[src/rtl/bp_fe_queue_fifo_pkg.sv]
// Shared types and widths for the FE->BE checkpointed queue.
// bp_fe_queue_s is a local stand-in for the FE/BE interface packet.
package bp_fe_queue_fifo_pkg;

  localparam int unsigned vaddr_width_gp = 39;
  localparam int unsigned instr_width_gp = 32;
  localparam int unsigned exc_width_gp   = 4;

  typedef enum logic [0:0] {
    e_fe_fetch     = 1'b0,
    e_fe_exception = 1'b1
  } bp_fe_queue_type_e;

  typedef struct packed {
    bp_fe_queue_type_e           msg_type;
    logic [vaddr_width_gp-1:0]   pc;
    logic [instr_width_gp-1:0]   instr;
    logic [exc_width_gp-1:0]     exc_code;
  } bp_fe_queue_s;

  localparam int unsigned fe_queue_width_lp = $bits(bp_fe_queue_s);

endpackage

[src/rtl/bp_fe_queue_fifo_if.sv]
// FE enqueue / BE dequeue-commit-rollback signal bundle for bp_fe_queue_fifo.
interface bp_fe_queue_fifo_if;
  import bp_fe_queue_fifo_pkg::*;

  bp_fe_queue_s fe_queue_i;
  logic         fe_queue_v_i;
  logic         fe_queue_ready_o;
  bp_fe_queue_s fe_queue_o;
  logic         fe_queue_v_o;
  logic         fe_queue_yumi_i;
  logic         commit_v_i;
  logic         roll_v_i;
  logic         clr_v_i;
  logic         empty_o;

  // FE + BE side driving the queue
  modport master (
    output fe_queue_i, fe_queue_v_i, fe_queue_yumi_i, commit_v_i, roll_v_i, clr_v_i,
    input  fe_queue_ready_o, fe_queue_o, fe_queue_v_o, empty_o
  );

  // The queue itself
  modport slave (
    input  fe_queue_i, fe_queue_v_i, fe_queue_yumi_i, commit_v_i, roll_v_i, clr_v_i,
    output fe_queue_ready_o, fe_queue_o, fe_queue_v_o, empty_o
  );

endinterface

[src/rtl/bp_fe_queue_fifo_ptr.sv]
// Wrap-bit circular pointer: load has priority over increment, async active-low reset.
module bp_fe_queue_ptr #(
  parameter int unsigned width_p = 4
) (
  input  logic               clk_i,
  input  logic               reset_n_i,
  input  logic               inc_i,
  input  logic               load_i,
  input  logic [width_p-1:0] load_val_i,
  output logic [width_p-1:0] ptr_o
);

  logic [width_p-1:0] ptr_d, ptr_q;

  always_comb begin
    ptr_d = ptr_q;
    if (load_i) begin
      ptr_d = load_val_i;
    end else if (inc_i) begin
      ptr_d = ptr_q + width_p'(1);
    end
  end

  always_ff @(posedge clk_i or negedge reset_n_i) begin
    if (!reset_n_i) begin
      ptr_q <= '0;
    end else begin
      ptr_q <= ptr_d;
    end
  end

  assign ptr_o = ptr_q;

endmodule

[src/rtl/bp_fe_queue_fifo.sv]
// Checkpointed FE->BE queue: speculative dequeue, free on commit, rollback and clear.
// Define BP_FE_QUEUE_BYPASS_EN for same-cycle enqueue-to-output forwarding when empty.
module bp_fe_queue_fifo
  import bp_fe_queue_fifo_pkg::*;
#(
  parameter int unsigned els_p = 8
) (
  input logic                clk_i,
  input logic                reset_n_i,
  bp_fe_queue_fifo_if.slave  q_if
);

  localparam int unsigned idx_width_lp = (els_p > 1) ? $clog2(els_p) : 1;
  localparam int unsigned ptr_width_lp = idx_width_lp + 1;

  logic [ptr_width_lp-1:0] wptr_q, rptr_q, cptr_q;
  logic [ptr_width_lp-1:0] cptr_n, rptr_load_val;
  logic                    full, enq, deq, commit, roll, rptr_load;
  logic                    rd_v;
  bp_fe_queue_s            rd_data;
  bp_fe_queue_s            mem_q [els_p];

  // Same index with differing wrap bits means every slot holds an uncommitted entry
  assign full = (wptr_q[ptr_width_lp-1] != cptr_q[ptr_width_lp-1])
             && (wptr_q[idx_width_lp-1:0] == cptr_q[idx_width_lp-1:0]);

  assign q_if.fe_queue_ready_o = ~full & ~q_if.clr_v_i;
  assign q_if.empty_o          = (wptr_q == cptr_q);

  assign enq    = q_if.fe_queue_v_i & q_if.fe_queue_ready_o;
  assign roll   = q_if.roll_v_i & ~q_if.clr_v_i;
  assign commit = q_if.commit_v_i & ~q_if.clr_v_i;
  assign deq    = q_if.fe_queue_yumi_i & rd_v & ~q_if.roll_v_i & ~q_if.clr_v_i;

  // Rollback lands on the post-commit pointer so a same-cycle commit is honoured
  assign cptr_n        = commit ? (cptr_q + ptr_width_lp'(1)) : cptr_q;
  assign rptr_load     = q_if.clr_v_i | roll;
  assign rptr_load_val = q_if.clr_v_i ? wptr_q : cptr_n;

`ifdef BP_FE_QUEUE_BYPASS_EN
  logic byp;
  assign byp     = (rptr_q == wptr_q) & enq & ~q_if.roll_v_i;
  assign rd_v    = (rptr_q != wptr_q) | byp;
  assign rd_data = byp ? q_if.fe_queue_i : mem_q[rptr_q[idx_width_lp-1:0]];
`else
  assign rd_v    = (rptr_q != wptr_q);
  assign rd_data = mem_q[rptr_q[idx_width_lp-1:0]];
`endif

  assign q_if.fe_queue_v_o = rd_v;
  assign q_if.fe_queue_o   = rd_data;

  // Storage: one write port, asynchronous read, deliberately not reset
  always_ff @(posedge clk_i) begin
    if (enq) begin
      mem_q[wptr_q[idx_width_lp-1:0]] <= q_if.fe_queue_i;
    end
  end

  bp_fe_queue_ptr #(.width_p(ptr_width_lp)) u_wptr (
    .clk_i      (clk_i),
    .reset_n_i  (reset_n_i),
    .inc_i      (enq),
    .load_i     (1'b0),
    .load_val_i ('0),
    .ptr_o      (wptr_q)
  );

  bp_fe_queue_ptr #(.width_p(ptr_width_lp)) u_rptr (
    .clk_i      (clk_i),
    .reset_n_i  (reset_n_i),
    .inc_i      (deq),
    .load_i     (rptr_load),
    .load_val_i (rptr_load_val),
    .ptr_o      (rptr_q)
  );

  bp_fe_queue_ptr #(.width_p(ptr_width_lp)) u_cptr (
    .clk_i      (clk_i),
    .reset_n_i  (reset_n_i),
    .inc_i      (commit),
    .load_i     (q_if.clr_v_i),
    .load_val_i (wptr_q),
    .ptr_o      (cptr_q)
  );

`ifndef SYNTHESIS
  logic [ptr_width_lp-1:0] rd_occ, wr_occ;
  assign rd_occ = rptr_q - cptr_q;
  assign wr_occ = wptr_q - cptr_q;

  a_yumi_needs_v: assert property (@(posedge clk_i) disable iff (!reset_n_i)
    q_if.fe_queue_yumi_i |-> q_if.fe_queue_v_o);

  a_commit_needs_deq: assert property (@(posedge clk_i) disable iff (!reset_n_i)
    (q_if.commit_v_i & ~q_if.clr_v_i) |-> (cptr_q != rptr_q));

  // cptr <= rptr <= wptr in modular order, never more than els_p outstanding
  a_ptr_order: assert property (@(posedge clk_i) disable iff (!reset_n_i)
    (rd_occ <= wr_occ) && (wr_occ <= ptr_width_lp'(els_p)));
`endif

endmodule

[src/flat_wrapper.sv]
// flat-port wrapper written by rule: the top's interface ports become plain ports
module bp_fe_queue_fifo_flat import bp_fe_queue_fifo_pkg::*;
#(
  parameter int unsigned els_p = 8
)
  (clk_i, reset_n_i, q_if_fe_queue_i, q_if_fe_queue_v_i, q_if_fe_queue_yumi_i, q_if_commit_v_i, q_if_roll_v_i, q_if_clr_v_i, q_if_fe_queue_ready_o, q_if_fe_queue_o, q_if_fe_queue_v_o, q_if_empty_o);
  bp_fe_queue_fifo_if q_if_i ();
  input logic clk_i;
  input logic reset_n_i;
  input wire logic [$bits(q_if_i.fe_queue_i)-1:0] q_if_fe_queue_i;
  input wire logic [$bits(q_if_i.fe_queue_v_i)-1:0] q_if_fe_queue_v_i;
  input wire logic [$bits(q_if_i.fe_queue_yumi_i)-1:0] q_if_fe_queue_yumi_i;
  input wire logic [$bits(q_if_i.commit_v_i)-1:0] q_if_commit_v_i;
  input wire logic [$bits(q_if_i.roll_v_i)-1:0] q_if_roll_v_i;
  input wire logic [$bits(q_if_i.clr_v_i)-1:0] q_if_clr_v_i;
  output wire logic [$bits(q_if_i.fe_queue_ready_o)-1:0] q_if_fe_queue_ready_o;
  output wire logic [$bits(q_if_i.fe_queue_o)-1:0] q_if_fe_queue_o;
  output wire logic [$bits(q_if_i.fe_queue_v_o)-1:0] q_if_fe_queue_v_o;
  output wire logic [$bits(q_if_i.empty_o)-1:0] q_if_empty_o;
  assign q_if_i.fe_queue_i = q_if_fe_queue_i;
  assign q_if_i.fe_queue_v_i = q_if_fe_queue_v_i;
  assign q_if_i.fe_queue_yumi_i = q_if_fe_queue_yumi_i;
  assign q_if_i.commit_v_i = q_if_commit_v_i;
  assign q_if_i.roll_v_i = q_if_roll_v_i;
  assign q_if_i.clr_v_i = q_if_clr_v_i;
  assign q_if_fe_queue_ready_o = q_if_i.fe_queue_ready_o;
  assign q_if_fe_queue_o = q_if_i.fe_queue_o;
  assign q_if_fe_queue_v_o = q_if_i.fe_queue_v_o;
  assign q_if_empty_o = q_if_i.empty_o;
  bp_fe_queue_fifo #(.els_p(els_p)) u_core (.clk_i(clk_i), .reset_n_i(reset_n_i), .q_if(q_if_i));
endmodule
[config.mk]
export PLATFORM = sky130hd
export DESIGN_NAME = bp_fe_queue_fifo_flat
export DESIGN_NICKNAME = d
export VERILOG_FILES = /design/src/rtl/bp_fe_queue_fifo_pkg.sv /design/src/rtl/bp_fe_queue_fifo_if.sv /design/src/rtl/bp_fe_queue_fifo_ptr.sv /design/src/rtl/bp_fe_queue_fifo.sv /design/src/flat_wrapper.sv
export SDC_FILE = /design/constraint.sdc
export NUM_CORES = 1
export LEC_CHECK = 0
export BUFFER_PORTS_ARGS = -buffer_cell sky130_fd_sc_hd__buf_2
export CAP_MARGIN = 40
export CORE_MARGIN = 2
export CORE_UTILIZATION = 50
export DETAILED_ROUTE_END_ITERATION = 6
export GPL_TIMING_DRIVEN = 0
export PLACE_DENSITY = 0.7
export SYNTH_ARGS = -nofsm -noshare
export SYNTH_HDL_FRONTEND = slang
export SYNTH_SLANG_ARGS = --single-unit
[constraint.sdc]
create_clock -name clk_i -period 6.8 [get_ports clk_i]
set_input_delay 0.68 -clock clk_i [delete_from_list [all_inputs] [get_ports clk_i]]
set_output_delay 0.68 -clock clk_i [all_outputs]
set_load 0.05 [all_outputs]
### Yosys cells after proc, flatten, opt, wreduce, memory -nomap -nowiden

Memory sizes are Yosys's and may differ from the RTL's.
Cells that the tools add are included.

* equal/unequal tests: 4
* reduce and logical (&&, ||, !) cells: 2
* multiplexer cells: 6
* bitwise gates (word level): 11
* add/subtract/negate cells: 3

Operators with widths (count)
* 2-to-1 mux 4 bit: 4
* adder 4 x 1 -> 4 bit (second input constant): 3
* bitwise AND 1 bit: 7
* equality test 4 bit: 1
* != test 4 bit: 1
* equality test 3 bit: 1
* inverter 1 bit: 3
* 2-to-1 mux 1 bit: 2
* nonzero test 2 bit: 1
* logical AND 1 bit: 1
* != test 1 bit: 1
* bitwise OR 1 bit: 1

* output and inout port bits: 79
* bits in registers: 12
* memories: 1
* RAM bits: 608

Memories
* u_core.mem_q: depth 8, width 76, read ports 1, clocked after memory_dff 0, wr ports 1, line bp_fe_queue_fifo.sv:21 `bp_fe_queue_s mem_q [els_p];`

### Logic depth before layout (Yosys ltp)

Gate-level depths: netlist of run 1.

* word-level depth: 7
* gate-level depth with buffers: 6
* gate-level depth less buffers: 5

### Cells and area by module

Synthesis of run 1 repeated with hierarchy kept, for this count alone.

* cell total of the unflattened synthesis: 982
* area total of the unflattened synthesis: 23732.8 um2

By module, submodules not included
* bp_fe_queue_fifo: area an instance 23124.7 um2, times used 1, cells an instance 928
* bp_fe_queue_ptr: area an instance 202.7 um2, times used 3, cells an instance 18

### Least setup slack after synthesis of run 1

No wires, ideal clock.

* path type: input -> register
* start point: in q_if_clr_v_i
* end point: mem u_core.mem_q[0][0] (netlist bit), enable pin
* buffers on the path: 0
* path slack: -210 ps
* data arrival time: 6407 ps
* stages on the path: 4
* cells stage by stage: nand2b_1 a41oi_2 nand2b_1 nor3_1

* longest elaborated chain between the ends: 5

RTL lines
* from (decl): line flat_wrapper.sv:15 `input wire logic [$bits(q_if_i.clr_v_i)-1:0] q_if_clr_v_i;`
* inverter 1 bit: line bp_fe_queue_fifo.sv:27 `assign q_if.fe_queue_ready_o = ~full & ~q_if.clr_v_i;`
* bitwise AND 1 bit: line bp_fe_queue_fifo.sv:27
* bitwise AND 1 bit: line bp_fe_queue_fifo.sv:30 `assign enq = q_if.fe_queue_v_i & q_if.fe_queue_ready_o;`
* 2-to-1 mux 1 bit: line bp_fe_queue_fifo.sv:55 `if (enq) begin`
* 2-to-1 mux 1 bit (implied by the code): line bp_fe_queue_fifo.sv:56 `mem_q[wptr_q[idx_width_lp-1:0]] <= q_if.fe_queue_i;`
* to (decl): line bp_fe_queue_fifo.sv:21

No other way between the ends.

### Worst setup path in the final report of run 1

* start point: reg u_core.u_rptr.ptr_q[1] (netlist: u_core.u_rptr.ptr_o[1])
* end point: out q_if_fe_queue_o[2]

* longest elaborated chain between the ends: 1

RTL lines
* from (decl): line bp_fe_queue_fifo_ptr.sv:13 `logic [width_p-1:0] ptr_d, ptr_q;`
* from (signal assigned): line bp_fe_queue_fifo_ptr.sv:28 `ptr_q <= ptr_d;`
* memory read (8 x 76 bit)
* to (decl): line flat_wrapper.sv:17 `output wire logic [$bits(q_if_i.fe_queue_o)-1:0] q_if_fe_queue_o;`

No other way between the ends.

==> results of run 1 <==
[path summary, 6_finish.rpt]
path                                                 endpoint  slack [ns]  cells past startpoint                               start
setup / recovery                           q_if_fe_queue_o[2]        3.29                      5  u_core.u_rptr.ptr_o[1]$_DFFE_PN0P_
hold / removal                  u_core.mem_q[6][29]$_DFFE_PP_        0.34                      1                 q_if_fe_queue_i[29]
setup reg to reg                u_core.mem_q[0][29]$_DFFE_PP_        3.51                     10  u_core.u_wptr.ptr_o[2]$_DFFE_PN0P_
hold reg to reg            u_core.u_wptr.ptr_o[3]$_DFFE_PN0P_        0.59                      1  u_core.u_wptr.ptr_o[3]$_DFFE_PN0P_
max in group asynchronous  u_core.u_wptr.ptr_o[1]$_DFFE_PN0P_        6.08                      2                           reset_n_i
min in group asynchronous  u_core.u_wptr.ptr_o[2]$_DFFE_PN0P_        0.49                      2                           reset_n_i
[cells by family (layout without fill, tap and decap cells)]
group / Yosys count / in the layout / share of synthesized area, %
compound gates: 10 / 10 / 0.3156
xor+xnor: 16 / 16 / 0.5795
fa+ha+maj: 3 / 3 / 0.1552
buf+inv: 49 / 348 / 2.013
flops: 620 / 620 / 76.74
mux: 232 / 232 / 19.49
other cells: 0 / 2 / 0
simple gates: 36 / 36 / 0.7088
[cell usage in the layout, fill, tap and decap left out, types with 9 or more instances in the layout]
cell type / instances
buf_12: 11
buf_16: 11
buf_2: 164
buf_6: 19
buf_8: 9
clkbuf_1: 24
clkbuf_16: 61
clkbuf_8: 16
clkinv_1: 12
clkinv_2: 13
dfrtp_1: 12
edfxtp_1: 608
mux2_2: 78
mux4_1: 104
mux4_2: 48
xnor2_1: 12
[power by group through the flow]
stage / Sequential [mW] / Combinational (mW) / Clock, mW
2_1_floorplan: 4.71 / 3.21 / 0
3_3_place_gp: 4.75 / 4.18 / 0
3_5_place_dp: 4.70 / 4.34 / 0
4_1_cts: 4.62 / 4.35 / 3.11
5_1_grt: 4.64 / 4.50 / 3.25
6_report: 4.62 / 4.26 / 3.04
[cell usage after synthesis, drive strengths merged]
master / number / area, um^2
nor4: 1 / 6.260
a2111oi: 1 / 8.760
edfxtp: 608 / 18260
nor3b: 2 / 15.01
nor2b: 1 / 6.260
a41oi: 4 / 42.55
o21ai: 3 / 15.01
nand3: 3 / 15.01
nor3: 2 / 10.01
ha: 3 / 37.54
inv: 2 / 7.510
a21oi: 2 / 10.01
xor2: 4 / 35.03
dfrtp: 12 / 300.3
mux2i: 2 / 20.02
nand4: 3 / 18.77
mux2: 78 / 878.3
nor2: 12 / 45.04
buf: 22 / 225.2
nand2: 8 / 30.03
clkbuf: 25 / 254.0
mux4: 152 / 3814
xnor2: 12 / 105.1
nand2b: 4 / 25.02
[critical path: stages, from the launching register on]
cell      delay [ns]
dfrtp_1         0.39
buf_4           0.28
clkbuf_1        0.63
mux4_1          0.40
mux2_2          0.31
buf_2           0.22
[sequential cells by signal (all words and copies together), names as in the netlist]
name	count
u_core.u_cptr.ptr_o	4
u_core.mem_q	608
u_core.u_rptr.ptr_o	4
u_core.u_wptr.ptr_o	4
[metrics by stage]
step                utilization, %  hold WS [ns]  cells
finish                       59.21        0.3404   1882
global route                 59.21        0.3227   1881
CTS                          59.20        0.3037   1880
detailed placement           55.48        0.5705   1774
floorplan                        -        0.3844    966
global placement             53.97        0.5626   1742
[layer usage]
metal,up-vias,global-route usage [%],part of all wire (%)
met5,-,0,0.13
met4,10,5.548,1.9
met3,76,3.712,5.3
met2,255,32.35,50
met1,5663,26.35,42
li1,4736,-,-
[cell type report]
type | count | area [um^2]
fill | 3305 | 19470
timing repair buffer | 194 | 1485
buffer | 47 | 479.2
clock buffer | 76 | 1583
tap | 615 | 769.5
clock inverter | 29 | 185.2
inverter | 2 | 10.01
sequential | 620 | 18560
antenna | 2 | 5.005
multi-input combinational | 297 | 5197
[what timing repair did]
action                     4_1_cts  5_1_grt
hold endpoints to repair        12        0
resized for setup                0        0
setup buffers                    0        0
hold buffers                     1        0
setup endpoints to repair        0        0
==> flow_metrics.env, run 1 <==
export IMPL_status="finished clean"
export IMPL_drc=0
export IMPL_synth_cells=966
export IMPL_fin_tns_setup_ns=0
export IMPL_p_leak_nw=9.533
export IMPL_clockPowerShare_pct=25.5
export IMPL_place_congestion=0.7232
export IMPL_io_pins=162
export IMPL_powerDensity_nw_per_um2=421.6
export IMPL_fin_ws_ns=3.289
export IMPL_max_freq_ghz=0.2848
export IMPL_startpoint_type="register"
export IMPL_ys_types=29
export IMPL_antenna_found_initial=6
export IMPL_syn_to_final_growth_pct=16.91
export IMPL_initialDrtViolationCount=675
export IMPL_hp_class="primary input to register"
export IMPL_nets=1307
export IMPL_internal_power_mw=7.827
export IMPL_yosysWarnings=0
export IMPL_crit_type="register to output port"
export IMPL_worstPathArrival_ns=2.83
export IMPL_rows=80
export IMPL_switching_share_pct=34.33
export IMPL_grt_max_degree=44
export IMPL_syn_nets=1052
export IMPL_track_usage_pct=19.38
export IMPL_finalCritPeriodShare_pct=51.63
export IMPL_seqPwrFrac_pct=38.8
export IMPL_worst_slew_pin_slew_ns=0.8103
export IMPL_grt_overflow_total=0
export IMPL_p_switching_mw=4.093
export IMPL_min_period_ns=3.511
export IMPL_yosysSeqAreaShare_pct=76.74
export IMPL_power_mw=11.92
export IMPL_dpl_hpwl_um=30200
export IMPL_vias_per_cell=5.707
export IMPL_dieHeight_um=223.9
export IMPL_clockBufferDepth=3
export IMPL_clockRootBuffer="clkbuf_16"
export IMPL_syn_cell_area_um2=24180
export IMPL_avgSynthCellArea_um2=25.03
export IMPL_core_area_um2=47750
export IMPL_ctsHtreeMaxLevel=2
export IMPL_hold_violations=0
export IMPL_die_area_um2=50140
export IMPL_design_area_um2=28270
export IMPL_grt_pass1_wl_um=70820
export IMPL_finalSetupViolations=0
export IMPL_vias=10740
export IMPL_post_drt_wl_per_cell_um=25.39
export IMPL_insertion_delay_ns=0.60
export IMPL_critical_path_required_ns=6.12
export IMPL_numCtsBuffers=59
export IMPL_ant_nets=0
export IMPL_grt_setup_unrepaired="false"
export IMPL_start_util_pct=50.65
export IMPL_clock_skew_ns=0.009229
export IMPL_post_place_ws_ns=3.379
export IMPL_vdd_ir_drop_max_mv=0.3915
export IMPL_cp_end_kind="output port"
export IMPL_io_buffer_count=161
export IMPL_grt_pass1_vias=11190
export IMPL_die_w_um=223.9
export IMPL_maxSlewHeadroom_pct=45.85
export IMPL_place_area_um2=26490
export IMPL_combPwrFrac_pct=35.8
export IMPL_numClockSinks=620
export IMPL_drt_total_wl_um=47790
export IMPL_cts_tree="yes"
export IMPL_final_layout_size_suffix_gt1_share_pct=35.10
export IMPL_ys_ff_latch=620
export IMPL_critical_path_peak_fanout=10
export IMPL_cap_viol_max_count=0
export IMPL_cts_reportedPaths_clkPinSlew_ns=0.06
export IMPL_drt_pass1_iterations=5
export IMPL_finalMaxSlewViolations=0
No activity file was read; power rests on OpenSTA's default activity.
==> run 2: changes to the inputs <==
--- a/config.mk
+++ b/config.mk
@@ -5,13 +5,14 @@
 export SDC_FILE = /design/constraint.sdc
 export NUM_CORES = 1
 export LEC_CHECK = 0
+export ABC_AREA = 1
 export BUFFER_PORTS_ARGS = -buffer_cell sky130_fd_sc_hd__buf_2
 export CAP_MARGIN = 40
 export CORE_MARGIN = 2
 export CORE_UTILIZATION = 50
 export DETAILED_ROUTE_END_ITERATION = 6
 export GPL_TIMING_DRIVEN = 0
-export PLACE_DENSITY = 0.7
+export PLACE_DENSITY = 0.67
 export SYNTH_ARGS = -nofsm -noshare
 export SYNTH_HDL_FRONTEND = slang
 export SYNTH_SLANG_ARGS = --single-unit
==> constraint.sdc (replaced) <==
create_clock -name clk_i -period 3.55 [get_ports clk_i]
set_input_delay 0.355 -clock clk_i [delete_from_list [all_inputs] [get_ports clk_i]]
set_output_delay 0.355 -clock clk_i [all_outputs]
set_load 0.05 [all_outputs]
==> flow_metrics.env, run 2 <==
export IMPL_status="finished clean"
export IMPL_finalCritPeriodShare_pct=89.35
export IMPL_drt_total_wl_um=63050
export IMPL_synth_common_cells="edfxtp_1 (608), nor2_1 (321), nand2_1 (291)"
export IMPL_largest_reg_flops=608
export IMPL_dpl_hpwl_um=39600
export IMPL_vdd_ir_drop_max_mv=0.5033
export IMPL_die_w_um=224.6
export IMPL_die_area_um2=50440
export IMPL_cts_reportedPaths_clkPinSlew_ns=0.06
export IMPL_post_place_ws_ns=0.6692
export IMPL_p_leak_nw=10.19
export IMPL_grt_pass1_vias=15920
export IMPL_layout_common_cells="edfxtp_1 (608), nor2_1 (313), nand2_1 (291)"
export IMPL_initialDrtViolationCount=1564
export IMPL_vias_per_cell=5.770
export IMPL_holdWs_ns=0.02551
export IMPL_avgSynthCellArea_um2=13.07
export IMPL_ant_nets=0
export IMPL_worst_slew_pin_slew_ns=0.8576
export IMPL_insertion_delay_ns=0.62
export IMPL_yosysWarnings=0
export IMPL_synthArstFlopShare_pct=1.935
export IMPL_drt_pass1_iterations=7
export IMPL_grt_overflow_total=0
export IMPL_hold_violations=0
export IMPL_dieHeight_um=224.6
export IMPL_powerDensity_nw_per_um2=814.3
export IMPL_postCtsSetupRepairBufs=0
export IMPL_place_congestion=0.7911
export IMPL_maxSlewHeadroom_pct=42.69
export IMPL_crit_type="register to output port"
export IMPL_post_route_util_pct=60.22
export IMPL_finalSetupViolations=0
export IMPL_drc=0
export IMPL_synth_edf_count=608
export IMPL_hp_class="primary input to register"
export IMPL_critical_path_peak_fanout=10
export IMPL_synth_cells=1861
export IMPL_critical_path_required_ns=3.19
export IMPL_cp_end_kind="output port"
export IMPL_track_usage_pct=24.96
export IMPL_grt_pass1_wl_um=94160
export IMPL_io_pins=162
export IMPL_power_mw=23.46
export IMPL_min_period_ns=3.172
export IMPL_fin_tns_setup_ns=0
export IMPL_numCtsBuffers=60
export IMPL_grt_max_degree=25
export IMPL_grt_setup_unrepaired="false"
export IMPL_final_layout_size_suffix_gt1_share_pct=16.90
export IMPL_yosysSeqAreaShare_pct=76.28
export IMPL_nets=2224
export IMPL_final_common_cell="edfxtp_1"
export IMPL_io_buffer_count=161
export IMPL_yosys_most_used_dff="edfxtp_1"
export IMPL_numClockSinks=620
export IMPL_post_cts_resized=0
export IMPL_startpoint_type="register"
export IMPL_start_util_pct=50.85
export IMPL_finalMaxSlewViolations=0
export IMPL_yosysTopAreaCellShare_pct=75.05
export IMPL_fin_ws_ns=0.3780
export IMPL_ys_ff_latch=620
export IMPL_syn_cell_area_um2=24330
export IMPL_rows=80
export IMPL_hold_buffers=26
export IMPL_syn_nets=1947
export IMPL_max_freq_ghz=0.3153
export IMPL_clockRootBuffer="clkbuf_16"
export IMPL_synth_top_area_cell="edfxtp_1"
export IMPL_core_area_um2=47850
export IMPL_syn_to_final_growth_pct=18.43
export IMPL_ctsHtreeMaxLevel=2
export IMPL_cap_viol_max_count=0
export IMPL_cts_tree="yes"
export IMPL_post_drt_wl_per_cell_um=22.50
export IMPL_yosysMostFrequentCell="edfxtp_1"
export IMPL_antenna_found_initial=5
export IMPL_ys_types=27
export IMPL_worstPathArrival_ns=2.82
export IMPL_clock_skew_ns=0.01934
export IMPL_clockBufferDepth=3
export IMPL_vias=16170
export IMPL_ys_top_cells_by_area="edfxtp_1 (75%), nor2_1 (5.0%), nand2_1 (4.5%), o22ai_1 (3.9%), o21ai_0 (3.5%)"
==> run 2: worst max-delay path, stage by stage, from the launching register on <==
cell and delay (ns):
dfrtp_1 0.42, inv_2 0.27, buf_2 0.38, buf_2 0.31, o21ai_0 0.13, o22ai_1 0.18
nand2_1 0.08, nand2_1 0.13, buf_2 0.28
==> run 2: stage by stage <==
step | area [um^2] | std cells
CTS | 28810 | 2799
detailed placement | 26640 | 2665
global route | 28810 | 2799
global placement | 25900 | 2637
finish | 28810 | 2802
floorplan | 24330 | 1861
==> run 2: final timing paths <==
kind	endpoint	start	cells past startpoint	slack, ns
worst min register to register	u_core.u_wptr.ptr_o[3]$_DFFE_PN0P_	u_core.u_wptr.ptr_o[3]$_DFFE_PN0P_	2	0.58
max in group asynchronous	u_core.u_wptr.ptr_o[0]$_DFFE_PN0P_	reset_n_i	2	3.07
min in group asynchronous	u_core.u_wptr.ptr_o[2]$_DFFE_PN0P_	reset_n_i	2	0.22
worst min-delay path	u_core.mem_q[3][55]$_DFFE_PP_	q_if_fe_queue_i[55]	1	0.03
worst max register to register	u_core.mem_q[0][66]$_DFFE_PP_	u_core.u_wptr.ptr_o[0]$_DFFE_PN0P_	9	0.70
worst max-delay path	q_if_fe_queue_o[71]	u_core.u_rptr.ptr_o[1]$_DFFE_PN0P_	8	0.38
==> run 2: cell type report <==
cell class	instances	area [um^2]
diodes	3	7.507
clock inverters	34	292.8
multi-input cells	1104	5075
fillers	3675	19030
plain buffers	121	693.2
repair buffers	215	1739
inverters	16	62.56
flip-flops and latches	620	18560
well taps	615	769.5
clock buffers	74	1615
==> run 2: power breakdown <==
group | switching (mW) | internal, mW
Combinational | 6.41 | 2.13
Clock | 2.64 | 3.57
Sequential | 0.134 | 8.58
Total | 9.19 | 14.3
==> run 2: logic make-up after synthesis <==
logic type      Yosys count  synth area share, %
simple gates            636                10.03
fa+ha+maj                 3               0.1543
xor+xnor                  4               0.1440
flops                   620                76.28
compound gates          461                10.28
buf+inv                 137                3.106
==> run 2: metal layers <==
metal	part of all wire (%)	vias to the layer above	GRT usage [%]	routed length [um]
met1	41	8010	33.58	25750
met4	2.4	8	8.011	1526
li1	-	7357	-	-
met2	49	673	41.33	30810
met5	0.068	-	0	43
met3	7.8	119	4.833	4919
